$ cat config.mk
export PLATFORM = sky130hd
export DESIGN_NAME = afe_ads_capture
export DESIGN_NICKNAME = d
export VERILOG_FILES = /design/src/rtl/afe_ads_capture.sv
export SDC_FILE = /design/constraint.sdc
export NUM_CORES = 1
export LEC_CHECK = 0
export ABC_AREA = 1
export BUFFER_PORTS_ARGS = -buffer_cell sky130_fd_sc_hd__buf_2
export CORE_UTILIZATION = 45
export DETAILED_ROUTE_END_ITERATION = 8
export MAX_ROUTING_LAYER = met4
export RECOVER_POWER = 50
export SLEW_MARGIN = 10
export SYNTH_ARGS = -nofsm -noshare
export SYNTH_HDL_FRONTEND = slang
export SYNTH_SLANG_ARGS = --single-unit
export TNS_END_PERCENT = 20
$ cat constraint.sdc
create_clock -name CLK_100M -period 2.25 [get_ports CLK_100M]
set_input_delay 0.45 -clock CLK_100M [delete_from_list [all_inputs] [get_ports CLK_100M]]
set_output_delay 0.45 -clock CLK_100M [all_outputs]
set_load 0.01 [all_outputs]
$ cat src/rtl/afe_ads_capture.sv
// rtl/afe_ads_capture.sv - AFE sample capture: settle, ADC convert, SPI read, tagged 4-deep output buffer
module afe_ads_capture #(
    parameter int NUM_CH       = 64,
    parameter int CH_W         = 7,
    parameter int T_SETTLE     = 20,
    parameter int T_CONV_PULSE = 3,
    parameter int T_BUSY_MAX   = 60,
    parameter int SCLK_DIV     = 1
) (
    input  logic            CLK_100M,
    input  logic            CLK_RST,
    input  logic            ADS_INIT_OK,
    input  logic            AFE_CLK,
    input  logic            AFE_STI,
    output logic            ADS_CONVST,
    input  logic            ADS_BUSY,
    output logic            ADS_CS_N,
    output logic            ADS_SCLK,
    input  logic            ADS_SDO,
    output logic [15:0]     DOUT_DATA,
    output logic [CH_W-1:0] DOUT_CH,
    output logic            DOUT_VALID,
    input  logic            DOUT_READY,
    output logic            FRAME_DONE,
    output logic            OVERFLOW,
    output logic            BUSY_TO,
    output logic            EDGE_MISS
);
    localparam int CNT_W   = 8;
    localparam int ENTRY_W = 16 + CH_W;

    typedef enum logic [2:0] {
        S_IDLE, S_SETTLE, S_CONV, S_WAIT_BUSY, S_SHIFT, S_PUSH, S_NEXT
    } state_t;

    state_t             state_q, state_d;
    logic               afe_clk_q, afe_clk_d, sti_q, sti_d;
    logic               afe_rise, sti_rise;
    logic [CNT_W-1:0]   cnt_q, cnt_d;
    logic [4:0]         bit_cnt_q, bit_cnt_d;
    logic [15:0]        shreg_q, shreg_d;
    logic               sclk_q, sclk_d;
    logic [CH_W-1:0]    ch_cnt_q, ch_cnt_d;
    logic               overflow_q, overflow_d, busy_to_q, busy_to_d, edge_miss_q, edge_miss_d;
    logic [ENTRY_W-1:0] mem_q [4];
    logic [ENTRY_W-1:0] mem_d [4];
    logic [1:0]         wr_ptr_q, wr_ptr_d, rd_ptr_q, rd_ptr_d;
    logic [2:0]         count_q, count_d;
    logic               div_wrap, shift_done, busy_timeout, push, pop, full, wr_en;

    assign afe_rise     = AFE_CLK & ~afe_clk_q;
    assign sti_rise     = AFE_STI & ~sti_q;
    assign div_wrap     = (cnt_q == CNT_W'(SCLK_DIV - 1));
    assign shift_done   = div_wrap && !sclk_q && (bit_cnt_q == 5'd16);
    assign busy_timeout = (state_q == S_WAIT_BUSY) && ADS_BUSY && (cnt_q == CNT_W'(T_BUSY_MAX - 1));

    always_ff @(posedge CLK_100M) begin
        if (CLK_RST) state_q <= S_IDLE;
        else         state_q <= state_d;
    end

    always_comb begin
        state_d = state_q;
        if (sti_rise) begin
            state_d = S_IDLE;
        end else begin
            case (state_q)
                S_IDLE:      if (afe_rise && ADS_INIT_OK && (ch_cnt_q < CH_W'(NUM_CH))) state_d = S_SETTLE;
                S_SETTLE:    if (cnt_q == CNT_W'(T_SETTLE - 1)) state_d = S_CONV;
                S_CONV:      if (cnt_q == CNT_W'(T_CONV_PULSE - 1)) state_d = S_WAIT_BUSY;
                S_WAIT_BUSY: begin
                    // BUSY is not trusted for the first two cycles after CONVST drops
                    if ((cnt_q >= CNT_W'(2)) && !ADS_BUSY) state_d = S_SHIFT;
                    else if (busy_timeout)                  state_d = S_NEXT;
                end
                S_SHIFT:     if (shift_done) state_d = S_PUSH;
                S_PUSH:      state_d = S_NEXT;
                S_NEXT:      state_d = S_IDLE;
                default:     state_d = S_IDLE;
            endcase
        end
    end

    always_comb begin
        ADS_CONVST = 1'b0;
        ADS_CS_N   = 1'b1;
        push       = 1'b0;
        FRAME_DONE = 1'b0;
        case (state_q)
            S_CONV:  ADS_CONVST = 1'b1;
            S_SHIFT: ADS_CS_N   = 1'b0;
            S_PUSH:  push       = !sti_rise;
            S_NEXT:  FRAME_DONE = !sti_rise && (ch_cnt_q == CH_W'(NUM_CH - 1));
            default: ;
        endcase
    end

    always_comb begin
        afe_clk_d = AFE_CLK;
        sti_d     = AFE_STI;

        cnt_d = cnt_q + CNT_W'(1);
        if (state_q == S_IDLE || state_d != state_q) cnt_d = '0;
        else if (state_q == S_SHIFT && div_wrap)     cnt_d = '0;

        // SDO is captured on the cycle SCLK is driven high, one bit per SCLK period
        sclk_d    = sclk_q;
        bit_cnt_d = bit_cnt_q;
        shreg_d   = shreg_q;
        if (state_q == S_SHIFT && !sti_rise) begin
            if (div_wrap) begin
                if (sclk_q) begin
                    sclk_d = 1'b0;
                end else if (bit_cnt_q != 5'd16) begin
                    sclk_d    = 1'b1;
                    shreg_d   = {shreg_q[14:0], ADS_SDO};
                    bit_cnt_d = bit_cnt_q + 5'd1;
                end
            end
        end else begin
            sclk_d    = 1'b0;
            bit_cnt_d = 5'd0;
        end

        ch_cnt_d = ch_cnt_q;
        if (sti_rise)                ch_cnt_d = '0;
        else if (state_q == S_NEXT)  ch_cnt_d = ch_cnt_q + CH_W'(1);

        pop      = (count_q != 3'd0) && DOUT_READY;
        full     = (count_q == 3'd4);
        wr_en    = push && (!full || pop);
        mem_d    = mem_q;
        if (wr_en) mem_d[wr_ptr_q] = {shreg_q, ch_cnt_q};
        wr_ptr_d = wr_ptr_q + {1'b0, wr_en};
        rd_ptr_d = rd_ptr_q + {1'b0, pop};
        count_d  = count_q + {2'b00, wr_en} - {2'b00, pop};

        overflow_d  = overflow_q | (push && full && !pop);
        busy_to_d   = busy_to_q | busy_timeout;
        edge_miss_d = edge_miss_q | (afe_rise && state_q != S_IDLE);
        if (sti_rise) begin
            overflow_d  = 1'b0;
            busy_to_d   = 1'b0;
            edge_miss_d = 1'b0;
        end
    end

    always_ff @(posedge CLK_100M) begin
        if (CLK_RST) begin
            afe_clk_q   <= 1'b0;
            sti_q       <= 1'b0;
            cnt_q       <= '0;
            bit_cnt_q   <= '0;
            shreg_q     <= '0;
            sclk_q      <= 1'b0;
            ch_cnt_q    <= '0;
            overflow_q  <= 1'b0;
            busy_to_q   <= 1'b0;
            edge_miss_q <= 1'b0;
            wr_ptr_q    <= '0;
            rd_ptr_q    <= '0;
            count_q     <= '0;
            for (int i = 0; i < 4; i++) mem_q[i] <= '0;
        end else begin
            afe_clk_q   <= afe_clk_d;
            sti_q       <= sti_d;
            cnt_q       <= cnt_d;
            bit_cnt_q   <= bit_cnt_d;
            shreg_q     <= shreg_d;
            sclk_q      <= sclk_d;
            ch_cnt_q    <= ch_cnt_d;
            overflow_q  <= overflow_d;
            busy_to_q   <= busy_to_d;
            edge_miss_q <= edge_miss_d;
            wr_ptr_q    <= wr_ptr_d;
            rd_ptr_q    <= rd_ptr_d;
            count_q     <= count_d;
            mem_q       <= mem_d;
        end
    end

    assign ADS_SCLK   = sclk_q;
    assign DOUT_DATA  = mem_q[rd_ptr_q][ENTRY_W-1:CH_W];
    assign DOUT_CH    = mem_q[rd_ptr_q][CH_W-1:0];
    assign DOUT_VALID = (count_q != 3'd0);
    assign OVERFLOW   = overflow_q;
    assign BUSY_TO    = busy_to_q;
    assign EDGE_MISS  = edge_miss_q;
endmodule

==> flow_metrics.py, run 1 <==
metrics = {
    "outcome": {
        "status": "completed",
    },
    "place": {
        "gp_congestion": 0.982,
        "dp_hpwl_um": 10900,
        "place_inst": 1067,
        "post-place-ws_ps": -48.1,
        "io_buffers": 38,
    },
    "finish": {
        "layout_common_cells": "139 x dfxtp_1, 135 x nand2_1, 106 x a21oi_1, 98 x nor2_1, 96 x nand4_1",
        "nets": 940,
        "areaGrowthSynthToFinish_pct": 17.5,
        "utilization": 0.542,
        "drive_gt1_frac": 0.184,
        "final_cells": 1119,
        "layout_commonest_cell": "dfxtp_1",
    },
    "clock_tree": {
        "clk_pin_slew_ps": 60,
        "htree_levels": 4,
        "clk_path_buf_depth": 2,
        "cts.sinks": 144,
        "cts-hold-fix-buffers": 0,
        "numCtsBuffers": 17,
        "cts_root_buf": "clkbuf_16",
        "clock_latency_ps": 420,
        "cts_tree": "built",
    },
    "logic_synthesis": {
        "yosys.area.top_type": "dfxtp_1",
        "ys_ff_latch": 144,
        "synthFlopType": "dfxtp_1",
        "netlist_top_cells_area": "dfxtp_1 43%, nand4_1 9.0%, a21oi_1 8.0%",
        "syn-num-nets": 902,
        "avgSynthCellArea_um2": 7.56,
        "yosysWarnings": 0,
        "async_flop_share": 0,
        "synth_edf_count": 0,
        "postSynthCellCount": 883,
        "synthDominantCellAreaShare": 0.432,
        "syn_area_um2": 6680,
        "synth.distinct_cells": 34,
        "synth_seq_area_share": 0.432,
    },
    "timing": {
        "slew_headroom": 0.609,
        "finalHoldViolations": 0,
        "setup_viol": 0,
        "tns_ps": 0,
        "period_share": 0.969,
        "slew_violations": 0,
        "finClkSkew_ps": 7.59,
        "fmax_mhz": 459,
        "postLayoutSetupSlackWorst_ps": 70.2,
        "min_period_ps": 2180,
        "rsz0062_at_grt": "yes",
        "worst_slew_pin_slew_ps": 587,
    },
    "routing": {
        "top_layer": "met4",
        "ant_nets": 0,
        "num_vias": 6264,
        "drtIter0Drc": 423,
        "drt_pass1_iterations": 5,
        "wl_per_cell_um": 15.8,
        "post-route-drc-count": 0,
        "wl_met3_um": 762,
        "drt-met1-wl_um": 7740,
        "route.met2.wl_um": 8960,
        "wl_um": 17600,
        "viasPerCell": 5.60,
    },
    "floorplan": {
        "initial_core_util": 0.461,
        "coreArea_um2": 14500,
        "rows": 44,
        "io_pins": 39,
        "dieArea_um2": 15300,
        "die_w_um": 124,
        "die_h_um": 124,
    },
    "hold_path": {
        "holdPathEnd": "afe_clk_q",
        "min_from": "AFE_CLK",
        "min_path_type": "primary input to flip-flop",
        "hold_path_depth": 3,
    },
    "global_route": {
        "grt_max_degree": 52,
        "grt_pass1_wl_um": 29300,
        "gr-total-overflow": 0,
        "grt_pass1_vias": 6060,
        "grt_usage": 0.254,
        "antenna_found_initial": 1,
    },
    "power_and_ir_drop": {
        "switching_share": 0.290,
        "seq_power_share": 0.373,
        "power_frac_clock": 0.415,
        "p_leak_nw": 2.90,
        "combPwrFrac": 0.212,
        "p_switching_w": 0.00204,
        "internal_power_w": 0.00498,
        "total_power_w": 0.00702,
        "power_density_nw_per_um2": 895,
        "peakVddDrop_v": 0.000528,
    },
    "critical_path": {
        "cp_max_fo": 4,
        "cp.arrival_ps": 1730,
        "start_kind": "flip-flop",
        "endpoint_kind": "output pin",
        "r2r_start": "state_q[1]",
        "reg2reg_slack_ps": 110,
        "crit_type": "flip-flop to output pin",
        "reg2reg_to": "ch_cnt_q[6]",
        "r2r_cells": 14,
        "critPathRequiredTime_ps": 1800,
    },
    "flow_run": {
        "cap_violations": 0,
    },
}
-- per-layer routing --
layer	track usage	up-vias
met1	0.297	2987
met2	0.433	160
met5	-	-
li1	-	3101
met3	0.0582	16
met4	0.0723	0
-- cells by family (layout without fill, tap and decap cells) --
logic type                 after synthesis  in the layout  synth area share
AOI/OAI and AO/OA                      201            201             0.174
xor gates and xnor gates                 9              9            0.0118
adders and majority gates               11             11            0.0217
buffers and inverters                  135            186            0.0892
DFF                                    144            144             0.432
other                                    0              1                 0
and+or+nand+nor                        383            383             0.272
-- worst max path at each step --
stage          slack [ps]    endpoint       start  cells past startpoint
3_3_place_gp           40  count_q[2]     AFE_STI                     12
6_report               70  FRAME_DONE  state_q[1]                      8
3_5_place_dp          -50  count_q[2]     AFE_STI                     12
4_1_cts               -30  FRAME_DONE  state_q[2]                      8
5_1_grt               -40  FRAME_DONE  state_q[1]                      8
2_1_floorplan         130  count_q[2]     AFE_STI                     11
-- layout make-up --
type	instances	area, µm²
flip-flops and latches	144	2900
multi-input cells	604	3230
clock buffers	21	480
inverters	67	260
diodes	1	2.50
well taps	184	230
clock inverters	11	135
repair buffers	87	611
fillers	1385	6640
-- power groups by stage --
| stage | combinational [W] | sequential (W) | clock, W |
|---|---|---|---|
| floorplan | 0.000916 | 0.00267 | 0 |
| global placement | 0.00147 | 0.00268 | 0 |
| detailed placement | 0.00148 | 0.00268 | 0 |
| CTS | 0.00149 | 0.00262 | 0.00296 |
| global route | 0.00166 | 0.00262 | 0.00309 |
| finish | 0.00149 | 0.00262 | 0.00291 |
-- critical path, stage by stage (launching register included) --
cell	delay, ps
dfxtp_4	360
inv_4	50
nor3_4	180
inv_2	80
nor3_4	130
and3_4	210
nand3_2	70
nor2_2	100
buf_2	130
-- Yosys cell counts, types with 6 or more instances --
cell type    n
nor2_2      12
buf_6       10
clkbuf_1    44
nand3_1     20
nor3_1       6
dfxtp_1    144
nand2_1    135
o21ai_0     52
a211oi_2    16
a21oi_1    107
o22ai_1     23
buf_2       11
inv_1       62
ha_1        10
nor2_1     100
nand4_1     96
-- sequential cells by signal (all words and copies together) (netlist names), 2 cells and up --
| name | cells |
|---|---|
| shreg_q | 16 |
| cnt_q | 8 |
| bit_cnt_q | 5 |
| wr_ptr_q | 2 |
| count_q | 3 |
| mem_q | 92 |
| ch_cnt_q | 7 |
| rd_ptr_q | 2 |
| state_q | 3 |
-- through the flow --
step | hold slack (ps) | instance area [µm²]
after floorplan | 427 | 6680
after global placement | 436 | 7030
after detailed placement | 443 | 7030
after CTS | 244 | 7800
after global routing | 259 | 7840
final | 257 | 7840
-- what timing repair did --
item                                    CTS  global route
pin swaps                                 3             3
gates cloned                              0             0
endpoints found under the hold margin     0             0
endpoints found under the setup margin    1             5
setup buffers                            16             3
resized for setup                        13             8
(Power assumes the default switching activity.)
==> run 2: changes to the inputs <==
--- a/config.mk
+++ b/config.mk
@@ -10,6 +10,7 @@
 export CORE_UTILIZATION = 45
 export DETAILED_ROUTE_END_ITERATION = 8
 export MAX_ROUTING_LAYER = met4
+export PLACE_DENSITY = 0.68
 export RECOVER_POWER = 50
 export SLEW_MARGIN = 10
 export SYNTH_ARGS = -nofsm -noshare
==> flow_metrics.py, run 2 (synthesis gave the netlist of run 1 again) <==
metrics = {
    "timing": {
        "min_period_ps": 2210,
        "slew_violations": 0,
        "slew_headroom": 0.619,
        "finClkSkew_ps": 8.98,
        "rsz0062_at_grt": "yes",
        "period_share": 0.983,
        "setup_viol": 0,
        "fmax_mhz": 452,
        "worst_slew_pin_slew_ps": 571,
        "finalHoldViolations": 0,
        "hold_ws_ps": 258,
    },
    "critical_path": {
        "start_kind": "flip-flop",
        "cp_max_fo": 2,
        "path_common_cell": "nor3_4",
        "r2r_cells": 11,
        "crit_slowest_cell": "dfxtp_2",
        "crit_type": "flip-flop to output pin",
        "slowest_delay_ps": 330,
        "critPathRequiredTime_ps": 1800,
        "endpoint_kind": "output pin",
        "path_cells": "buf_6, nor3_4, inv_2, nor3_4, and3_4, nand3_4, nor2_2, buf_2",
        "cp.arrival_ps": 1760,
    },
    "floorplan": {
        "die_h_um": 124,
        "die_w_um": 124,
        "io_pins": 39,
        "initial_core_util": 0.461,
        "dieArea_um2": 15300,
        "coreArea_um2": 14500,
        "rows": 44,
    },
    "finish": {
        "largest_reg_flops": 92,
        "antenna_cells": 0,
        "reg.largest.list": "mem_q (92), shreg_q (16), cnt_q (8)",
        "nets": 934,
        "layout_common_cells": "139 x dfxtp_1, 135 x nand2_1, 107 x a21oi_1, 99 x nor2_1, 96 x nand4_1",
        "layout_commonest_cell": "dfxtp_1",
        "areaGrowthSynthToFinish_pct": 16.5,
        "top_register": "mem_q",
        "final_cells": 1111,
        "drive_gt1_frac": 0.175,
    },
    "power_and_ir_drop": {
        "power_frac_clock": 0.417,
        "internal_power_w": 0.00499,
        "power_density_nw_per_um2": 903,
        "seq_power_share": 0.373,
        "p_switching_w": 0.00204,
        "peakVddDrop_v": 0.000550,
        "combPwrFrac": 0.211,
        "p_leak_nw": 2.87,
        "switching_share": 0.291,
    },
    "routing": {
        "viasPerCell": 5.60,
        "num_vias": 6224,
        "ant_nets": 0,
        "wl_per_cell_um": 15.3,
        "wl_um": 17100,
        "post-route-drc-count": 0,
        "drtIter0Drc": 556,
        "drt_pass1_iterations": 5,
    },
    "place": {
        "dp_hpwl_um": 10000,
        "place_inst": 1068,
        "gp_congestion": 0.843,
        "io_buffers": 38,
    },
    "outcome": {
        "status": "completed",
    },
    "global_route": {
        "grt_pass1_vias": 5552,
        "antenna_found_initial": 0,
        "grt_usage": 0.238,
        "gr-total-overflow": 0,
        "grt_pass1_wl_um": 27300,
        "grt_max_degree": 111,
    },
    "hold_path": {
        "min_path_type": "primary input to flip-flop",
        "hold_path_depth": 3,
    },
    "clock_tree": {
        "cts_root_buf": "clkbuf_16",
        "clock_latency_ps": 420,
        "clk_pin_slew_ps": 60,
        "cts.sinks": 144,
        "cts_tree": "built",
        "numCtsBuffers": 17,
        "clk_path_buf_depth": 2,
        "cts-hold-fix-buffers": 0,
        "htree_levels": 4,
    },
    "flow_run": {
        "cap_violations": 0,
    },
}
run 2: changes by cell type in the layout (fill, tap and decap cells not counted), moves of 2 or more:
cell	previous run	this run
buf_4	44	39
dfxtp_4	4	2
dfxtp_2	1	3
clkinv_2	6	3
clkinvlp_4	3	1
run 2: final cells by class:
| class | instances | area (µm²) |
|---|---|---|
| multi-input combinational | 604 | 3220 |
| timing repair buffer | 81 | 569 |
| clock buffer | 22 | 484 |
| sequential | 144 | 2890 |
| fill | 1394 | 6700 |
| tap | 184 | 230 |
| inverter | 67 | 254 |
| clock inverter | 9 | 130 |
run 2: path summary, 6_finish.rpt:
| kind | startpoint | end | slack (ps) |
|---|---|---|---|
| worst max-delay path | state_q[0] | FRAME_DONE | 40 |
| worst min-delay path | AFE_CLK | afe_clk_q | 260 |
| worst max register to register | state_q[2] | count_q[2] | 110 |
| worst min register to register | cnt_q[0] | cnt_q[0] | 450 |
run 2: what timing repair did:
| item | in CTS | in global routing |
|---|---|---|
| pin swaps | 3 | 3 |
| endpoints found under the setup margin | 1 | 2 |
| resized for setup | 12 | 2 |
| setup buffers | 8 | 4 |
| hold endpoints to repair | 0 | 0 |
run 2: per-layer routing:
metal	global-route usage	vias up	part of all wire
li1	-	3091	-
met1	0.300	2960	0.46
met2	0.377	153	0.47
met3	0.0481	20	0.052
met5	-	-	0
met4	0.0828	0	0.014
run 2: power groups by stage:
stage,Clock (W),Sequential (W),Combinational [W]
3_3_place_gp,0,0.00267,0.00147
5_1_grt,0.00309,0.00262,0.00164
6_report,0.00293,0.00262,0.00148
3_5_place_dp,0,0.00268,0.00148
4_1_cts,0.00297,0.00262,0.00149
2_1_floorplan,0,0.00267,0.000916
run 2: through the flow:
step / cell area [µm²] / TNS [ps] / setup slack [ps] / utilization / total power, W
after CTS: 7740 / -27.0 / -27.0 / 0.535 / 0.00708
final: 7780 / 0 / 39.3 / 0.537 / 0.00703
after global routing: 7780 / -67.6 / -50.8 / 0.537 / 0.00735
after detailed placement: 7040 / 0 / 55.4 / 0.486 / 0.00416
after global placement: 7040 / 0 / 80.4 / 0.486 / 0.00415
after floorplan: 6680 / 0 / 127 / - / 0.00359
run 2: critical path: cells and delay by family (launching register included):
kind	cells	cell delay [ps]
buf+inv	3	330
flops	1	330
simple gates	5	690
